## src/rtl/lcv_mul_seq_del_if.sv

```systemverilog
// lcv_mul_seq_del_if
//   Operand/result handshake bundle for the sequential multiplier.
//   Ports (no physical ports; signals only):
//     inp_valid/inp_ready/inp_a/inp_b/inp_signed : operand valid/ready channel
//     outp_valid/outp_ready/outp_data            : product valid/ready channel
//     busy                                       : sequencer not idle
//   Modports: master = operand producer / product consumer,
//             slave  = the multiplier sequencer.
interface lcv_mul_seq_del_if #(
  parameter int WIDTH = 32
);
  logic               inp_valid;
  logic               inp_ready;
  logic [WIDTH-1:0]   inp_a;
  logic [WIDTH-1:0]   inp_b;
  logic               inp_signed;
  logic               outp_valid;
  logic               outp_ready;
  logic [2*WIDTH-1:0] outp_data;
  logic               busy;

  modport master (
    output inp_valid, inp_a, inp_b, inp_signed, outp_ready,
    input  inp_ready, outp_valid, outp_data, busy
  );

  modport slave (
    input  inp_valid, inp_a, inp_b, inp_signed, outp_ready,
    output inp_ready, outp_valid, outp_data, busy
  );
endinterface

```

## src/rtl/lcv_mul_seq_del.sv

```systemverilog
// lcv_mul_seq_del
//   Multi-cycle WIDTH x WIDTH -> 2*WIDTH multiplier (signed or unsigned)
//   built from four (HALF+1) x (HALF+1) signed partial products, issued one
//   per cycle into a single registered multiply and shift-accumulated.
//   Ports:
//     clk  : clock, rising edge
//     rst  : asynchronous active-high reset
//     bus  : lcv_mul_seq_del_if.slave
//            inp_*  operand handshake (operands/mode captured at accept)
//            outp_* product handshake (outp_data = product mod 2^(2*WIDTH))
//            busy   high in every state except IDLE
//   WIDTH must be even.
module lcv_mul_seq_del #(
  parameter int WIDTH = 32
) (
  input  logic              clk,
  input  logic              rst,
  lcv_mul_seq_del_if.slave  bus
);

  localparam int HALF = WIDTH / 2;
  localparam int PW   = WIDTH + 2;    // width of one (HALF+1)x(HALF+1) product
  localparam int AW   = 2 * WIDTH;    // accumulator / result width

  localparam logic [1:0] IDLE  = 2'd0;
  localparam logic [1:0] ISSUE = 2'd1;
  localparam logic [1:0] DRAIN = 2'd2;
  localparam logic [1:0] DONE  = 2'd3;

  logic [1:0]           state_reg, state_next;
  logic                 accept;

  // Captured operands: index 0 = multiplicand (a), index 1 = multiplier (b)
  logic [WIDTH-1:0]     opnd_reg [2];
  logic                 signed_reg;
  logic [1:0]           idx_reg;

  logic signed [HALF:0] lo_ext [2];
  logic signed [HALF:0] hi_ext [2];

  logic signed [HALF:0] mul_x, mul_y;
  logic signed [PW-1:0] pp;
  logic [1:0]           pp_shift;

  logic signed [PW-1:0] prod_reg;
  logic [1:0]           prod_shift_reg;
  logic                 prod_valid_reg;

  logic [AW-1:0]        prod_ext;
  logic [AW-1:0]        addend;
  logic [AW-1:0]        acc_reg;

  // ---------------------------------------------------------------------------
  // Handshake and status
  // ---------------------------------------------------------------------------
  // Ready in DONE only when the result is being taken this same cycle, so a
  // new operation can start without a bubble through IDLE.
  assign bus.inp_ready  = (state_reg == IDLE) ||
                          ((state_reg == DONE) && bus.outp_ready);
  assign accept         = bus.inp_valid && bus.inp_ready;
  assign bus.outp_valid = (state_reg == DONE);
  assign bus.outp_data  = acc_reg;
  assign bus.busy       = (state_reg != IDLE);

  // ---------------------------------------------------------------------------
  // State sequencing
  // ---------------------------------------------------------------------------
  always_comb begin
    state_next = state_reg;
    case (state_reg)
      IDLE: begin
        if (accept) state_next = ISSUE;
      end
      ISSUE: begin
        if (idx_reg == 2'd3) state_next = DRAIN;
      end
      DRAIN: begin
        state_next = DONE;
      end
      DONE: begin
        if (bus.outp_ready) state_next = accept ? ISSUE : IDLE;
      end
      default: state_next = IDLE;
    endcase
  end

  always_ff @(posedge clk or posedge rst) begin
    if (rst) begin
      state_reg <= IDLE;
    end else begin
      state_reg <= state_next;
    end
  end

  // ---------------------------------------------------------------------------
  // Operand capture and issue index
  // ---------------------------------------------------------------------------
  always_ff @(posedge clk or posedge rst) begin
    if (rst) begin
      opnd_reg[0] <= '0;
      opnd_reg[1] <= '0;
      signed_reg  <= 1'b0;
      idx_reg     <= 2'd0;
    end else if (accept) begin
      opnd_reg[0] <= bus.inp_a;
      opnd_reg[1] <= bus.inp_b;
      signed_reg  <= bus.inp_signed;
      idx_reg     <= 2'd0;
    end else if (state_reg == ISSUE) begin
      // Wraps 3 -> 0 on the way into DRAIN; value is unused until next accept.
      idx_reg <= idx_reg + 2'd1;
    end
  end

  // ---------------------------------------------------------------------------
  // Operand split. The extra top bit lets one signed multiplier handle both
  // modes: low halves are always non-negative, high halves carry the operand
  // sign only in signed mode.
  // ---------------------------------------------------------------------------
  generate
    for (genvar gi = 0; gi < 2; gi++) begin : g_split
      assign lo_ext[gi] = {1'b0, opnd_reg[gi][HALF-1:0]};
      assign hi_ext[gi] = {signed_reg & opnd_reg[gi][WIDTH-1],
                           opnd_reg[gi][WIDTH-1:HALF]};
    end
  endgenerate

  // idx bit 1 selects the high half of a, bit 0 the high half of b:
  //   0: aL*bL <<0   1: aL*bH <<HALF   2: aH*bL <<HALF   3: aH*bH <<2*HALF
  assign mul_x    = idx_reg[1] ? hi_ext[0] : lo_ext[0];
  assign mul_y    = idx_reg[0] ? hi_ext[1] : lo_ext[1];
  assign pp       = PW'(mul_x) * PW'(mul_y);
  // Shift code counts the high halves involved: 0, 1 or 2 units of HALF.
  assign pp_shift = {1'b0, idx_reg[1]} + {1'b0, idx_reg[0]};

  // ---------------------------------------------------------------------------
  // Registered multiply stage
  // ---------------------------------------------------------------------------
  always_ff @(posedge clk or posedge rst) begin
    if (rst) begin
      prod_reg       <= '0;
      prod_shift_reg <= 2'd0;
      prod_valid_reg <= 1'b0;
    end else begin
      prod_valid_reg <= (state_reg == ISSUE);
      if (state_reg == ISSUE) begin
        prod_reg       <= pp;
        prod_shift_reg <= pp_shift;
      end
    end
  end

  // ---------------------------------------------------------------------------
  // Shift-accumulate. Bits carried past AW are dropped, giving the product
  // modulo 2^(2*WIDTH) in both modes.
  // ---------------------------------------------------------------------------
  assign prod_ext = {{(AW-PW){prod_reg[PW-1]}}, prod_reg};

  always_comb begin
    addend = '0;
    case (prod_shift_reg)
      2'd0:    addend = prod_ext;
      2'd1:    addend = prod_ext << HALF;
      2'd2:    addend = prod_ext << (2 * HALF);
      default: addend = '0;
    endcase
  end

  // prod_valid is never set in IDLE or DONE, so the clear on accept and the
  // accumulate cannot coincide.
  always_ff @(posedge clk or posedge rst) begin
    if (rst) begin
      acc_reg <= '0;
    end else if (accept) begin
      acc_reg <= '0;
    end else if (prod_valid_reg) begin
      acc_reg <= acc_reg + addend;
    end
  end

endmodule

```

## src/flat_wrapper.sv

```systemverilog
// flat-port wrapper written by rule: the top's interface ports become plain ports
module lcv_mul_seq_del_flat 
#(
  parameter int WIDTH = 32
)
  (clk, rst, bus_inp_valid, bus_inp_a, bus_inp_b, bus_inp_signed, bus_outp_ready, bus_inp_ready, bus_outp_valid, bus_outp_data, bus_busy);
  lcv_mul_seq_del_if #(.WIDTH(WIDTH)) bus_i ();
  input  logic clk;
  input  logic rst;
  input wire logic [$bits(bus_i.inp_valid)-1:0] bus_inp_valid;
  input wire logic [$bits(bus_i.inp_a)-1:0] bus_inp_a;
  input wire logic [$bits(bus_i.inp_b)-1:0] bus_inp_b;
  input wire logic [$bits(bus_i.inp_signed)-1:0] bus_inp_signed;
  input wire logic [$bits(bus_i.outp_ready)-1:0] bus_outp_ready;
  output wire logic [$bits(bus_i.inp_ready)-1:0] bus_inp_ready;
  output wire logic [$bits(bus_i.outp_valid)-1:0] bus_outp_valid;
  output wire logic [$bits(bus_i.outp_data)-1:0] bus_outp_data;
  output wire logic [$bits(bus_i.busy)-1:0] bus_busy;
  assign bus_i.inp_valid = bus_inp_valid;
  assign bus_i.inp_a = bus_inp_a;
  assign bus_i.inp_b = bus_inp_b;
  assign bus_i.inp_signed = bus_inp_signed;
  assign bus_i.outp_ready = bus_outp_ready;
  assign bus_inp_ready = bus_i.inp_ready;
  assign bus_outp_valid = bus_i.outp_valid;
  assign bus_outp_data = bus_i.outp_data;
  assign bus_busy = bus_i.busy;
  lcv_mul_seq_del #(.WIDTH(WIDTH)) u_core (.clk(clk), .rst(rst), .bus(bus_i));
endmodule
```

## config.mk

```make
export PLATFORM = sky130hd
export DESIGN_NAME = lcv_mul_seq_del_flat
export DESIGN_NICKNAME = d
export VERILOG_FILES = /design/src/rtl/lcv_mul_seq_del_if.sv /design/src/rtl/lcv_mul_seq_del.sv /design/src/flat_wrapper.sv
export SDC_FILE = /design/constraint.sdc
export NUM_CORES = 1
export LEC_CHECK = 0
export CORE_MARGIN = 4
export CORE_UTILIZATION = 56
export DETAILED_ROUTE_END_ITERATION = 12
export PLACE_DENSITY = 0.83
export SETUP_SLACK_MARGIN = 0.1
export SYNTH_ARGS = -nofsm -noshare
export SYNTH_HDL_FRONTEND = slang
export SYNTH_SLANG_ARGS = --single-unit
```

## constraint.sdc

```tcl
create_clock -name clk -period 6.55 [get_ports clk]
set_input_delay 0.9825 -clock clk [delete_from_list [all_inputs] [get_ports clk]]
set_output_delay 0.9825 -clock clk [all_outputs]
set_load 0.02 [all_outputs]
```

==> run_results.csv <==
group,metric,value,unit
floorplanning,fp.dieW,207,µm
placed_design,hpwl,54800,µm
detailed_routing,drc,0,
logic_synthesis,synth-main-ff-cell,"dfrtp_1",
logic_synthesis,synth.area.top_cells,"fa_1, dfrtp_1, ha_1",
logic_synthesis,synth_area_leader_cell,"fa_1",
logic_synthesis,netlist_instances,2540,
floorplanning,die-area,43000,µm²
detailed_routing,avgRoutedWirePerCell,20.6,µm
outcome,outcome,"finished, violations left",
global_route,grt_max_degree,116,
detailed_routing,drt_first_iter_violations,1517,
timing,setup_viol,4,
critical_path,reg2regPathDepth,27,
timing,worst_slew_pin_slew,1.07,ns
layout,largest_reg_flops,64,
logic_synthesis,synthArstFlopShare,100,%
floorplanning,die_h,207,µm
timing,final.setup_skew,0.0220,ns
run,cap_violations,0,
critical_path,worstPathRequired,6.89,ns
logic_synthesis,synth-seq-cells,170,
logic_synthesis,netlist.area_leader.share,26.7,%
logic_synthesis,synth_area,22200,µm²
layout,seqCellArea,4260,µm²
clock_network,cts-root-buf,"clkbuf_16",
global_route,grt_pass1_vias,19800,
logic_synthesis,synth_enable_flop_cells,0,
timing,setup_ws,-0.258,ns
logic_synthesis,ys_seq_area_share,19.1,%
global_route,grt_overflow_total,0,
critical_path,reg2reg_to,"u_core.prod_reg[33]$_DFFE_PP0P_",
worst_hold_path,hold_depth,2,
detailed_routing,wirelength,67900,µm
placed_design,gp_congestion,1.02,
placed_design,portBuffers,135,
detailed_routing,drt.antenna.violating_nets,0,
critical_path,worstSetupPathType,"reg2reg",
critical_path,rr_startpoint,"u_core.idx_reg[1]$_DFFE_PP0P_",
layout,layout-drive-gt1-share,12.8,%
floorplanning,core_area,38900,µm²
critical_path,crit_fanout,6,
logic_synthesis,yosys-top-cells-count,"nand2_1, inv_1, fa_1, nor2_1, dfrtp_1",
timing,hold_ws,0.500,ns
global_route,grt_pass1_wl,108000,µm
detailed_routing,drt_pass1_iterations,5,
floorplanning,ios,136,
clock_network,cts_tree,"built",
critical_path,arrival,7.15,ns
global_route,antenna_found_initial,1,
global_route,groute.usage.overall,31.3,%
clock_network,cts_made_buffers,17,
logic_synthesis,synth_area_per_cell,8.76,µm²
critical_path,cp-start-kind,"register",
layout,area_delta_synth_final,18.7,%
clock_network,cts_max_path_buffers,2,
layout,multiInputGateArea,16800,µm²
clock_network,htreeDepth,4,
timing,min_period_over_period,104,%
worst_hold_path,hold_path_class,"reg2reg",
timing,rsz0062_at_grt,"true",
outcome,failed_checks,"negative setup slack",
timing,drv_slew,0,
timing,finalHoldViolations,0,
worst_hold_path,min_to,"u_core.lo_ext[30]$_DFFE_PP0P_",
layout,antenna_cells,0,
clock_network,cts_sinks,170,
detailed_routing,vias,19400,
logic_synthesis,synth_nets,3059,
timing,min_period,6.81,ns
clock_network,path_clk_slew,0.06,ns
detailed_routing,vias_per_cell,5.88,
layout,fillers,3085,
layout,nNetsFinal,3281,
floorplanning,start_util,57.2,%
timing,achievable-frequency,0.147,GHz
floorplanning,rows,72,
logic_synthesis,yosysMostFrequentCell,"nand2_1",
timing,slew_headroom,28.9,%
clock_network,insertion_delay,0.48,ns
logic_synthesis,yosysWarnings,0,
critical_path,r2r_slack,-0.26,ns
critical_path,end_kind,"register",
logic_synthesis,netlist-cell-type-count,82,
worst_hold_path,min-delay-start,"u_core.lo_ext[30]$_DFFE_PP0P_",
## layer usage
metal,vias up,global-route usage (%),share of wire [%]
li1,8686,-,-
met1,9723,41.0,40
met2,797,53.6,49
met3,164,4.43,6.6
met4,2,11.1,3.9
met5,-,0,0.016
## kinds of logic after synthesis
| family | count (synthesis) | synth area share [%] |
|---|---|---|
| buffers and inverters | 426 | 7.43 |
| AO/OA/AOI/OAI | 385 | 11.4 |
| XOR/XNOR | 76 | 2.99 |
| flip-flops | 170 | 19.1 |
| adder cells (fa/ha/maj) | 450 | 35.3 |
| AND/OR/NAND/NOR | 894 | 17.2 |
| multiplexers | 139 | 6.59 |
## cell type report
cell class,count,area share [%]
inverter,329,4.69
clock buffer,18,1.66
tap,518,2.45
sequential,170,16.1
clock inverter,14,0.701
multi-input combinational,1944,63.6
timing repair buffer,300,10.7
## layout by cell type (no fill, tap or decap), types with 8 or more instances in the layout
cell / instances
xnor2_1: 60
o21ai_1: 13
o21ai_0: 69
nor3_1: 23
clkbuf_16: 19
nand4_1: 21
buf_6: 8
a31oi_1: 15
and2_1: 23
o21a_1: 10
nand2_1: 436
xor2_1: 16
and3_1: 18
a21o_1: 65
ha_1: 145
o211ai_1: 8
nor2b_1: 9
clkdlybuf4s50_1: 135
mux2i_1: 65
a21oi_2: 8
mux2_4: 11
mux2i_4: 14
inv_1: 324
o21bai_1: 15
nor2_2: 9
nand2b_1: 11
nor2_1: 257
a211o_1: 8
fa_1: 294
or3_1: 8
a21oi_1: 110
dfrtp_1: 167
nand3_1: 24
buf_4: 141
buf_12: 12
mux2_2: 45
a211oi_1: 10
## metrics by stage
stage,setup TNS (ns),cells,util [%],instance area (µm²),setup WS [ns]
6_report,-0.771,3293,67.9,26400,-0.258
2_1_floorplan,0,2540,-,22500,0.104
3_5_place_dp,-2.35,3233,64.5,25100,-0.398
3_3_place_gp,-1.62,3233,64.5,25100,-0.313
4_1_cts,-0.322,3286,67.2,26100,-0.141
5_1_grt,-2.05,3293,67.9,26400,-0.467
## critical path, cell delays in order (launching register included)
cell	delay, ns
dfrtp_2	0.47
buf_12	0.16
mux2i_4	0.28
buf_4	0.19
nor2_1	0.07
fa_1	0.53
inv_1	0.06
fa_1	0.53
inv_1	0.04
ha_1	0.16
inv_1	0.08
fa_1	0.45
fa_1	0.51
fa_1	0.50
inv_1	0.05
ha_1	0.29
o21a_1	0.19
o21ai_1	0.16
or2_1	0.20
nor3_2	0.07
buf_4	0.15
o41ai_4	0.33
buf_4	0.17
nand4b_1	0.19
a31oi_2	0.31
o211ai_1	0.15
and3_1	0.18
a211o_1	0.23
## worst max-delay path by stage
stage | from | endpoint | slack (ns) | depth (start not counted)
global route | u_core.idx_reg[0]$_DFFE_PP0P_ | u_core.prod_reg[33]$_DFFE_PP0P_ | -0.47 | 27
finish | u_core.idx_reg[1]$_DFFE_PP0P_ | u_core.prod_reg[33]$_DFFE_PP0P_ | -0.26 | 27
floorplan | u_core.idx_reg[0]$_DFFE_PP0P_ | u_core.prod_reg[33]$_DFFE_PP0P_ | 0.10 | 26
global placement | u_core.idx_reg[1]$_DFFE_PP0P_ | u_core.prod_reg[33]$_DFFE_PP0P_ | -0.31 | 24
detailed placement | u_core.idx_reg[1]$_DFFE_PP0P_ | u_core.prod_reg[33]$_DFFE_PP0P_ | -0.40 | 24
CTS | u_core.idx_reg[0]$_DFFE_PP0P_ | u_core.prod_reg[33]$_DFFE_PP0P_ | -0.14 | 28
## repair_timing
action                                  4_1_cts  5_1_grt
hold buffers                                  0        0
setup buffers                                20        5
endpoints found under the setup margin       13       13
resized for setup                            42       45
pin swaps                                    14       13
gates cloned                                  1        2
hold endpoints to repair                      0        0
Power is not shown: default switching activity piles up to over one toggle a cycle in this logic, so the estimate is an artifact.
